==> config.mk <==
export PLATFORM = sky130hd
export DESIGN_NAME = led_breath_pwm
export DESIGN_NICKNAME = d
export VERILOG_FILES = /design/src/rtl/led_breath_pwm_pkg.sv /design/src/rtl/led_breath_pwm_tick_div.sv /design/src/rtl/led_breath_pwm.sv
export SDC_FILE = /design/constraint.sdc
export NUM_CORES = 1
export LEC_CHECK = 0
export ABC_CLOCK_PERIOD_IN_PS = 3000
export CAP_MARGIN = 25
export CELL_PAD_IN_SITES_DETAIL_PLACEMENT = 0
export CELL_PAD_IN_SITES_GLOBAL_PLACEMENT = 1
export CORE_MARGIN = 10
export CORE_UTILIZATION = 40
export CTS_BUF_LIST = sky130_fd_sc_hd__clkbuf_8
export DETAILED_ROUTE_END_ITERATION = 8
export MAX_ROUTING_LAYER = met4
export PLACE_DENSITY = 0.71
export SLEW_MARGIN = 20
export SYNTH_ARGS = -nofsm -noshare
export SYNTH_HDL_FRONTEND = slang
export SYNTH_HIERARCHICAL = 1
export SYNTH_SLANG_ARGS = --single-unit
==> constraint.sdc <==
create_clock -name clk -period 3 [get_ports clk]
set_input_delay 0.6 -clock clk [delete_from_list [all_inputs] [get_ports clk]]
set_output_delay 0.6 -clock clk [all_outputs]
set_load 0.1 [all_outputs]
==> src/rtl/led_breath_pwm_pkg.sv <==
// Shared mode and ramp-state encodings for the LED breathing driver.
package led_pkg;

    localparam logic [1:0] MODE_TRI    = 2'd0;
    localparam logic [1:0] MODE_SAW    = 2'd1;
    localparam logic [1:0] MODE_HOLD   = 2'd2;
    localparam logic [1:0] MODE_MIRROR = 2'd3;

    typedef enum logic {
        S_UP   = 1'b0,
        S_DOWN = 1'b1
    } ramp_state_e;

endpackage

==> src/rtl/led_breath_pwm_tick_div.sv <==
// Brightness-step prescaler: one-cycle tick every DIV enabled clocks; frozen while en=0.
module led_tick_div #(
    parameter int DIV = 50000
) (
    input  logic clk,
    input  logic rst,
    input  logic en,
    output logic tick
);

    localparam int            PW   = (DIV > 1) ? $clog2(DIV) : 1;
    localparam logic [PW-1:0] LAST = PW'(DIV - 1);

    logic [PW-1:0] presc_q, presc_d;

    always_comb begin
        presc_d = presc_q;
        if (en) presc_d = (presc_q == LAST) ? '0 : presc_q + 1'b1;
    end

    assign tick = en && (presc_q == LAST);

    always_ff @(posedge clk or posedge rst) begin
        if (rst) presc_q <= '0;
        else     presc_q <= presc_d;
    end

endmodule

==> src/rtl/led_breath_pwm.sv <==
// Multi-channel LED breathing driver: prescaled triangle/saw ramp feeding per-channel PWM,
// with optional antiphase drive on odd channels.
module led_breath_pwm
    import led_pkg::*;
#(
    parameter int WIDTH    = 8,
    parameter int CHANNELS = 8,
    parameter int DIV      = 50000
) (
    input  logic                clk,
    input  logic                rst,
    input  logic                en,
    input  logic [1:0]          mode,
    output logic [CHANNELS-1:0] led_out,
    output logic [WIDTH-1:0]    level,
    output logic                cycle_done
);

    localparam logic [WIDTH-1:0] MAX = '1;

    logic                tick;
    ramp_state_e         state_q, state_d;
    logic [WIDTH-1:0]    level_q, level_d;
    logic [WIDTH-1:0]    pwm_q, pwm_d;
    logic                cd_q, cd_d;
    logic [CHANNELS-1:0] led_q, led_d;

    led_tick_div #(.DIV(DIV)) u_div (
        .clk  (clk),
        .rst  (rst),
        .en   (en),
        .tick (tick)
    );

    always_comb begin
        state_d = state_q;
        level_d = level_q;
        cd_d    = 1'b0;
        if (tick) begin
            case (mode)
                MODE_SAW: begin
                    state_d = S_UP;
                    if (level_q == MAX) begin
                        level_d = '0;
                        cd_d    = 1'b1;
                    end else begin
                        level_d = level_q + 1'b1;
                    end
                end
                MODE_HOLD: begin
                end
                default: begin
                    if (state_q == S_UP) begin
                        // Saw/hold can leave us at MAX in S_UP; turn around instead of wrapping.
                        if (level_q == MAX) begin
                            level_d = level_q - 1'b1;
                            state_d = S_DOWN;
                        end else begin
                            level_d = level_q + 1'b1;
                            if (level_d == MAX) state_d = S_DOWN;
                        end
                    end else begin
                        if (level_q == '0) begin
                            level_d = level_q + 1'b1;
                            state_d = S_UP;
                        end else begin
                            level_d = level_q - 1'b1;
                            if (level_d == '0) begin
                                state_d = S_UP;
                                cd_d    = 1'b1;
                            end
                        end
                    end
                end
            endcase
        end
    end

    assign pwm_d = en ? pwm_q + 1'b1 : pwm_q;

    for (genvar i = 0; i < CHANNELS; i++) begin : g_ch
        logic [WIDTH-1:0] duty;
        assign duty     = (mode == MODE_MIRROR && (i % 2) == 1) ? MAX - level_q : level_q;
        assign led_d[i] = en && ((duty == MAX) || (pwm_q < duty));
    end

    always_ff @(posedge clk or posedge rst) begin
        if (rst) begin
            state_q <= S_UP;
            level_q <= '0;
            pwm_q   <= '0;
            cd_q    <= 1'b0;
            led_q   <= '0;
        end else begin
            state_q <= state_d;
            level_q <= level_d;
            pwm_q   <= pwm_d;
            cd_q    <= cd_d;
            led_q   <= led_d;
        end
    end

    assign led_out    = led_q;
    assign level      = level_q;
    assign cycle_done = cd_q;

endmodule

Word level (Yosys, flattened, before mapping) --
Cells that the tools add are included.
Storage, ports and cells: flip-flop bits (word level) 42, latch bits 0, RAM bits 0, ROM bits 0, bits of input ports 5, output and inout port bits 17, word-level logic and storage cells 48, memories kept 0
Operators by class: add/subtract/negate cells 5, multiply operators 0, div/mod/pow operators 0, $lt $le $gt $ge 2, equal/unequal tests 7, shifts and indexed selects 0, mux-type cells 19, bitwise gates (word level) 1, reduce and logical (&&, ||, !) cells 8
Operators with widths (count):
- 2-to-1 mux 8 bit | 5
- == test 8 bit (second input constant) | 3
- adder 16 x 1 -> 16 bit (second input constant) | 1
- adder 8 x 1 -> 8 bit (second input constant) | 2
- == test 16 bit (second input constant) | 1
- zero test 8 bit | 2
- less-than comparator 8 bit | 2
- 2-to-1 mux 16 bit | 1
- case mux 8 bit (2 select lines) | 1
- 2-to-1 mux 1 bit | 10
- subtractor 8 x 1 -> 8 bit (second input constant) | 1
- subtractor 8 bit (first input constant) | 1
- == test 2 bit (second input constant) | 2
- case mux 1 bit (2 select lines) | 2
- logical AND 1 bit | 3
- == test 2 x 1 -> 1 bit (second input constant) | 1
- logical OR 1 bit | 2
- AND reduction 2 bit | 1
- inverter 1 bit | 1

Longest topological paths before layout --
Gate-level depths: netlist of run 1.
depth after elaboration 7, gate-level depth with buffers 9

Modules after synthesis --
The synthesis of run 1 kept the hierarchy.
Modules (own cells, without submodules):
- led_breath_pwm | instances 1, cells each 224, area each 2028.2 µm², sequential area each 500.5 µm²
- led_tick_div | instances 1, cells each 75, area each 794.5 µm², sequential area each 400.4 µm²

Worst setup path before layout of run 1 --
OpenSTA, ideal clock, no wires.
path kind input port to flip-flop, from in en, to reg level_q[7], in the netlist level[7], library setup time 0.126 ns, data arrival time 2.429 ns, setup slack 0.445 ns, stages 7, cells stage by stage clkbuf_1 -> nand4_1 -> nor4_4 -> nor2b_1 -> clkbuf_1 -> o21ai_1 -> a221o_1
Between the ends: word-level cells in the longest chain between the ends 2
RTL lines:
- from (decl) | RTL line led_breath_pwm.sv:12 | input logic en,
- logical AND 1 bit | RTL line led_breath_pwm_tick_div.sv:21 | assign tick = en && (presc_q == LAST);
- named net tick | RTL line led_breath_pwm.sv:21 | logic tick;
- AND reduction 2 bit (no source line)
- to (signal assigned) | RTL line led_breath_pwm.sv:96 | level_q <= level_d;
- to (decl) | RTL line led_breath_pwm.sv:23 | logic [WIDTH-1:0] level_q, level_d;
The timed path passes the listed nets, and every way through them passes these cells. A chain may end at the register's enable or synchronous reset.

Worst setup path in the final report of run 1 --
from in mode[0], to reg led_q[5], in the netlist led_out[5]
Between the ends: word-level cells in the longest chain between the ends 5
RTL lines:
- from (decl) | RTL line led_breath_pwm.sv:13 | input logic [1:0] mode,
- == test 2 bit *
- 2-to-1 mux 8 bit *
- less-than comparator 8 bit or == test 8 bit (tied branches)
- logical OR 1 bit *
- logical AND 1 bit *
- named net led_d[1] | RTL line led_breath_pwm.sv:26 | logic [CHANNELS-1:0] led_q, led_d;
- to (signal assigned) | RTL line led_breath_pwm.sv:99 | led_q <= led_d;
- to (decl) | RTL line led_breath_pwm.sv:26
Mark *: on every way through the listed nets, which the timed path passes. The rest lies on a longest branch.

==> results of run 1 <==
-- final timing paths --
kind                                               startpoint                            end  cells past startpoint
worst min-delay path            u_div/presc_q[15]$_DFFE_PP0P_  u_div/presc_q[15]$_DFFE_PP0P_                      1
max in group asynchronous                                 rst           pwm_q[4]$_DFFE_PP0P_                      2
worst max register to register           level[1]$_DFFE_PP0P_           level[1]$_DFFE_PP0P_                      6
worst max-delay path                                  mode[0]           led_out[5]$_DFF_PP0_                      8
worst min register to register  u_div/presc_q[15]$_DFFE_PP0P_  u_div/presc_q[15]$_DFFE_PP0P_                      1
min in group asynchronous                                 rst   u_div/presc_q[7]$_DFFE_PP0P_                      2
-- stage by stage --
step	hold slack, ps	power [uW]	setup slack [ps]	instance area, um^2	utilization, %
after floorplan	441	1080	445	2820	-
after global placement	479	1180	379	3010	44.1
after detailed placement	480	1190	345	3010	44.1
after CTS	499	1640	626	3120	45.7
after global routing	527	1740	466	3120	45.7
final	493	1620	631	3120	45.7
-- sequential cells by signal, indices dropped and copies added (netlist names) --
signal,count
level,8
pwm_q,8
led_out,2
cycle_done,1
u_div/presc_q,16
state_q,1
-- final cells by class --
class / count / area (um^2) / share of cell area, %
Multi-Input combinational cell: 228 / 1730 / 55.5
Sequential cell: 36 / 901 / 28.9
Timing Repair Buffer: 26 / 205 / 6.57
Tap cell: 96 / 120 / 3.85
Clock buffer: 5 / 68.8 / 2.20
Inverter: 14 / 52.6 / 1.68
Clock inverter: 3 / 42.5 / 1.36
-- placed cells by master (no fill, tap or decap), types with 2 or more instances in the layout --
cell type	count
nor4_4	3
nand4b_1	3
inv_1	11
or4b_1	2
o21ai_1	2
clkbuf_8	5
nand4_1	11
a211oi_1	4
nand2_1	18
mux2i_1	3
ha_1	24
and3_1	6
nor3b_1	2
nand2b_1	6
o221ai_1	3
a31oi_1	4
nor3_1	10
nor3_2	3
clkdlybuf4s50_1	4
nand3b_1	2
dfrtp_1	36
inv_2	3
nor2b_1	2
xnor2_1	21
o21ai_0	11
nand3_1	11
o2111ai_1	3
xor2_1	13
nor2_1	21
or3_1	2
a21oi_1	8
buf_4	22
a21o_1	5
-- power groups by stage --
stage          clock (uW)  sequential, uW  combinational (uW)
3_5_place_dp            0             733                 459
2_1_floorplan           0             713                 364
4_1_cts               456             724                 463
6_report              439             725                 457
5_1_grt               474             746                 517
3_3_place_gp            0             732                 447
-- synthesized netlist by cell type (5+ instances only) --
library cell,number,area share [%]
nand3_1,11,2.0
buf_4,8,2.1
a21oi_1,8,1.4
nor3_1,10,1.8
xor2_1,13,4.0
and3_1,6,1.3
nand2_1,18,2.4
a21o_1,5,1.3
ha_1,24,11
inv_1,11,1.5
dfrtp_1,36,32
nand4_1,11,2.4
o21ai_0,11,2.0
nand2b_1,6,1.3
nor2_1,21,2.8
xnor2_1,21,6.5
-- metal layers --
metal / vias up / GRT usage (%)
li1: 1096 / -
met1: 1072 / 18.1
met2: 54 / 19.6
met3: 2 / 2.35
met4: 0 / 2.39
met5: - / -
-- cell families (layout without fill, tap and decap cells) --
family                   count (synthesis)  count (layout)  synth area share, %
buffers and inverters                   35              48                 6.74
multiplexers                             4               4                 1.46
XOR/XNOR                                34              34                 10.5
AND/OR/NAND/NOR                        113             113                 25.2
flip-flops                              36              36                 31.9
AO/OA/AOI/OAI                           53              53                 13.5
adder cells (fa/ha/maj)                 24              24                 10.6
==> run_results.csv, run 1 <==
group,metric,value,unit
timing,fin_crit,2370,ps
worst_hold_path,min_path_type,"flip-flop to flip-flop",
detailed_routing,drc,0,
final_layout,syn_to_final_growth,10.6,%
timing,clock_skew,2.52,ps
detailed_routing,wl_met1,3.46,mm
cts,cts_tree,"done",
detailed_routing,met3_wirelength,339,um
critical_path,timing.critical_path.mode_cell,"ha_1",
synthesis,yosysSeqAreaShare,31.9,%
critical_path,worstSetupPathType,"input port to flip-flop",
critical_path,crit_family,"adder cells",
die,die_w,104,um
power,p_int,1010,uW
critical_path,critPathMaxStageDelay,520,ps
detailed_routing,met2_length,3.13,mm
die,die_y,104,um
die,rows,30,
synthesis,synth.distinct_cells,61,
power,p_switching,608,uW
final_layout,final_nets,340,
critical_path,critPathMaxFanout,6,
synthesis,synthCells,299,
grt,antenna_found_initial,0,
synthesis,synth-seq-cells,36,
power,p_comb_share,28.2,%
critical_path,cp-start-kind,"input port",
timing,fmax,422,MHz
place,gp_congestion,0.844,
cts,postCtsSetupBuffers,0,
cts,numCtsBuffers,5,
power,total_leakage_power,0.00134,uW
timing,tns,0,ps
critical_path,worstPathCellList,"clkdlybuf4s50_1, ha_1, xnor2_1, ha_1, a21o_1, a211oi_1, a21oi_1, o21ai_0",
timing,rsz0062_at_grt,"no",
run,cap_violations,0,
timing,min_period_over_period,79.0,%
synthesis,async_reset_ff_share,100,%
place,portBuffers,21,
cts,root_buffer,"clkbuf_8",
synthesis,yosys_warnings,6,
timing,setup_violations,0,
power,power_density,519,mW/mm^2
cts,cts-htree-levels,2,
grt,grt-ovfl-total,0,
critical_path,crit_path_end_kind,"flip-flop",
synthesis,post_synth.cell_area_avg,9.44,um^2
detailed_routing,vias,2224,
power,seq_power_share,44.7,%
grt,grt_pass1_wl,11.7,mm
final_layout,fin_cells,408,
power,vdd_drop_max,0.349,mV
synthesis,synthesis.nets,328,
synthesis,synth_ff_type,"dfrtp_1",
die,die_area,0.0108,mm^2
detailed_routing,first_iter_violations,114,
final_layout,fillers,713,
timing,tightestPinTransition,883,ps
critical_path,cp.arrival,2580,ps
timing,maxSlewHeadroom,41.1,%
critical_path,cpMaxStageDelayCell,"clkdlybuf4s50_1",
grt,grt_max_degree,21,
cts,cts.sinks,36,
critical_path,critPathRequiredTime,3210,ps
power,swShare,37.5,%
cts,path_clk_slew,80,ps
final_layout,drive_gt1_share,16.3,%
detailed_routing,routed_wl,6.95,mm
cts,hold_buffers,0,
timing,slew_viol_final,0,
place,post-dp-hpwl,5.11,mm
synthesis,syn_area,0.00282,mm^2
detailed_routing,wl_per_cell,17.0,um
detailed_routing,maxUsedRoutingLayer,"met4",
critical_path,critPathBufInv,1,
grt,grt_pass1_vias,2183,
final_layout,n_antenna_cell,0,
critical_path,rrSetupSlack,660,ps
die,ios,22,
detailed_routing,dr.pass1.iters,5,
cts,cts_resized,0,
detailed_routing,ant_nets,0,
synthesis,synth_edf_count,0,
die,core_area,0.00683,mm^2
status,status,"complete, no violations",
detailed_routing,viasPerCell,5.45,
die,initial_core_util,41.3,%
cts,cts.path.max_buffers,2,
grt,track_usage,13.1,%
cts,clock_latency,290,ps
place,dp_cells,400,
timing,hold_violations,0,
power,p_clk_share,27.1,%
Note: power is estimated with default switching activity, not from simulation.
==> inputs of run 2 (changes only) <==
Settings changed: ABC_CLOCK_PERIOD_IN_PS 3000 to 2410.
Clock period 3 ns to 2.41 ns, I/O delays scaled along.
==> run 2 against run 1 <==
Against the previous run: die area did not move; critical endpoint is now level[7]$_DFFE_PP0P_; final area grew 7.0%; first-iteration DRC count is 28% higher; clock-buffer cell count stayed put; wire length up 3.6%; critical path type is now flip-flop to flip-flop; power increased by 26%; sequential cell count is the same; cell count increased by 5.1%; global-route usage grew 0.62 points; largest power group unchanged; sequential power up 23%; critical path depth shrank 2; sequential share of layout area down 1.8 points.
==> run_results.csv, run 2 (synthesized netlist as in run 1, its figures left out) <==
group,metric,value,unit
final_layout,fillers,666,
critical_path,cp-start-kind,"flip-flop",
detailed_routing,dr.pass1.iters,4,
grt,antenna_found_initial,0,
cts,cts.sinks,36,
timing,tightestPinTransition,636,ps
place,gp_congestion,0.917,
worst_hold_path,min_path_type,"flip-flop to flip-flop",
final_layout,layout_common_cells,"39 x buf_4, 34 x dfrtp_1, 24 x ha_1, 21 x xnor2_1, 21 x nor2_1",
die,die_area,0.0108,mm^2
die,core_area,0.00683,mm^2
power,power_density,613,mW/mm^2
cts,path_clk_slew,80,ps
detailed_routing,wl_per_cell,16.8,um
cts,hold_buffers,0,
die,rows,30,
die,die_y,104,um
timing,maxSlewHeadroom,57.5,%
final_layout,top_register,"u_div/presc_q",
detailed_routing,ant_nets,0,
critical_path,critPathMaxFanout,7,
power,vdd_drop_max,0.340,mV
grt,grt_max_degree,21,
critical_path,startpoint,"u_div/presc_q[7]$_DFFE_PP0P_",
grt,grt_pass1_vias,2285,
cts,cts-htree-levels,2,
final_layout,fin_cells,429,
detailed_routing,viasPerCell,5.37,
final_layout,design_area,0.00334,mm^2
timing,fmax,440,MHz
timing,fin_crit,2270,ps
timing,rsz0062_at_grt,"no",
detailed_routing,routed_wl,7.20,mm
status,status,"complete, no violations",
run,cap_violations,0,
power,finalPower,2050,uW
timing,slew_viol_final,0,
die,ios,22,
final_layout,largest_reg_flops,16,
cts,root_buffer,"clkbuf_8",
detailed_routing,drc,0,
timing,final.setup.worst_slack,139,ps
timing,min_period_over_period,94.2,%
cts,cts.path.max_buffers,2,
cts,numCtsBuffers,5,
grt,grt-ovfl-total,0,
final_layout,drive_gt1_share,22.8,%
place,place_ws,-55.5,ps
cts,cts_tree,"done",
grt,track_usage,13.7,%
critical_path,crit_path_end_kind,"flip-flop",
final_layout,final_common_cell,"buf_4",
final_layout,register_area,903,um^2
final_layout,multi_input_area,0.00174,mm^2
timing,clock_skew,8.35,ps
die,die_w,104,um
detailed_routing,first_iter_violations,146,
place,dpl_cell_area,0.00322,mm^2
final_layout,syn_to_final_growth,18.3,%
grt,grt_pass1_wl,12.0,mm
timing,hold_violations,0,
critical_path,reg2reg_from,"u_div/presc_q[7]$_DFFE_PP0P_",
power,total_leakage_power,0.00146,uW
critical_path,critPathRequiredTime,2580,ps
place,dp_cells,421,
place,portBuffers,21,
critical_path,cp.arrival,2440,ps
die,initial_core_util,41.3,%
timing,setup_violations,0,
final_layout,final_nets,361,
detailed_routing,vias,2304,
worst_hold_path,hp-start,"u_div/presc_q[15]$_DFFE_PP0P_",
timing,tns,0,ps
final_layout,n_antenna_cell,0,
critical_path,worstSetupPathType,"flip-flop to flip-flop",
place,post-dp-hpwl,5.48,mm
cts,cts_resized,0,
cts,clock_latency,290,ps
cts,postCtsSetupBuffers,0,
## run 2: cell types whose count changed in the layout (fill, tap and decap cells not counted), sizes merged
cell / previous run / this run
buf: 22 / 43
## run 2: layout make-up
| class | instances | share of cell area [%] |
|---|---|---|
| clock buffer | 5 | 2.06 |
| tap | 96 | 3.60 |
| multi-input combinational | 228 | 52.1 |
| clock inverter | 3 | 1.27 |
| timing repair buffer | 47 | 12.4 |
| inverter | 14 | 1.57 |
| sequential | 36 | 27.1 |
## run 2: per-stage QoR
stage | util (%) | hold slack, ps
after floorplan | - | 396
final | 48.9 | 503
after detailed placement | 47.1 | 493
after CTS | 48.8 | 508
after global placement | 47.1 | 484
after global routing | 48.9 | 534
## run 2: critical path, stage by stage (launching register included)
cell	delay, ps
dfrtp_1	440
or4b_4	580
nor4_4	320
nor2b_2	230
buf_4	170
o21ai_1	70
a221o_1	350
## run 2: path summary, 6_finish.rpt
path	end	slack, ps	cells past startpoint
setup / recovery	level[7]$_DFFE_PP0P_	140	6
hold / removal	u_div/presc_q[15]$_DFFE_PP0P_	500	1
setup reg to reg	level[7]$_DFFE_PP0P_	140	6
hold reg to reg	u_div/presc_q[15]$_DFFE_PP0P_	500	1
max in group asynchronous	u_div/presc_q[6]$_DFFE_PP0P_	1380	2
min in group asynchronous	level[2]$_DFFE_PP0P_	570	3
## run 2: power by group
group	leakage, uW	internal [uW]	switching (uW)	total, uW
registers	0.000451	722	170	893
logic	0.000953	259	355	614
clock network	0.0000541	306	235	541
total	0.00146	1290	759	2050
## run 2: per-layer routing
metal,track usage [%],vias up,share of wire [%]
met3,3.28,4,4.3
met4,2.58,0,0.51
met1,19.5,1104,52
met2,19.2,46,43
met5,-,-,0
li1,-,1150,-
==> inputs of run 3 (changes only) <==
Settings changed: CTS_CLUSTER_DIAMETER from default to 50.
==> results of run 3 <==
The final DEF is identical to that of run 2; final timing and power are the same.
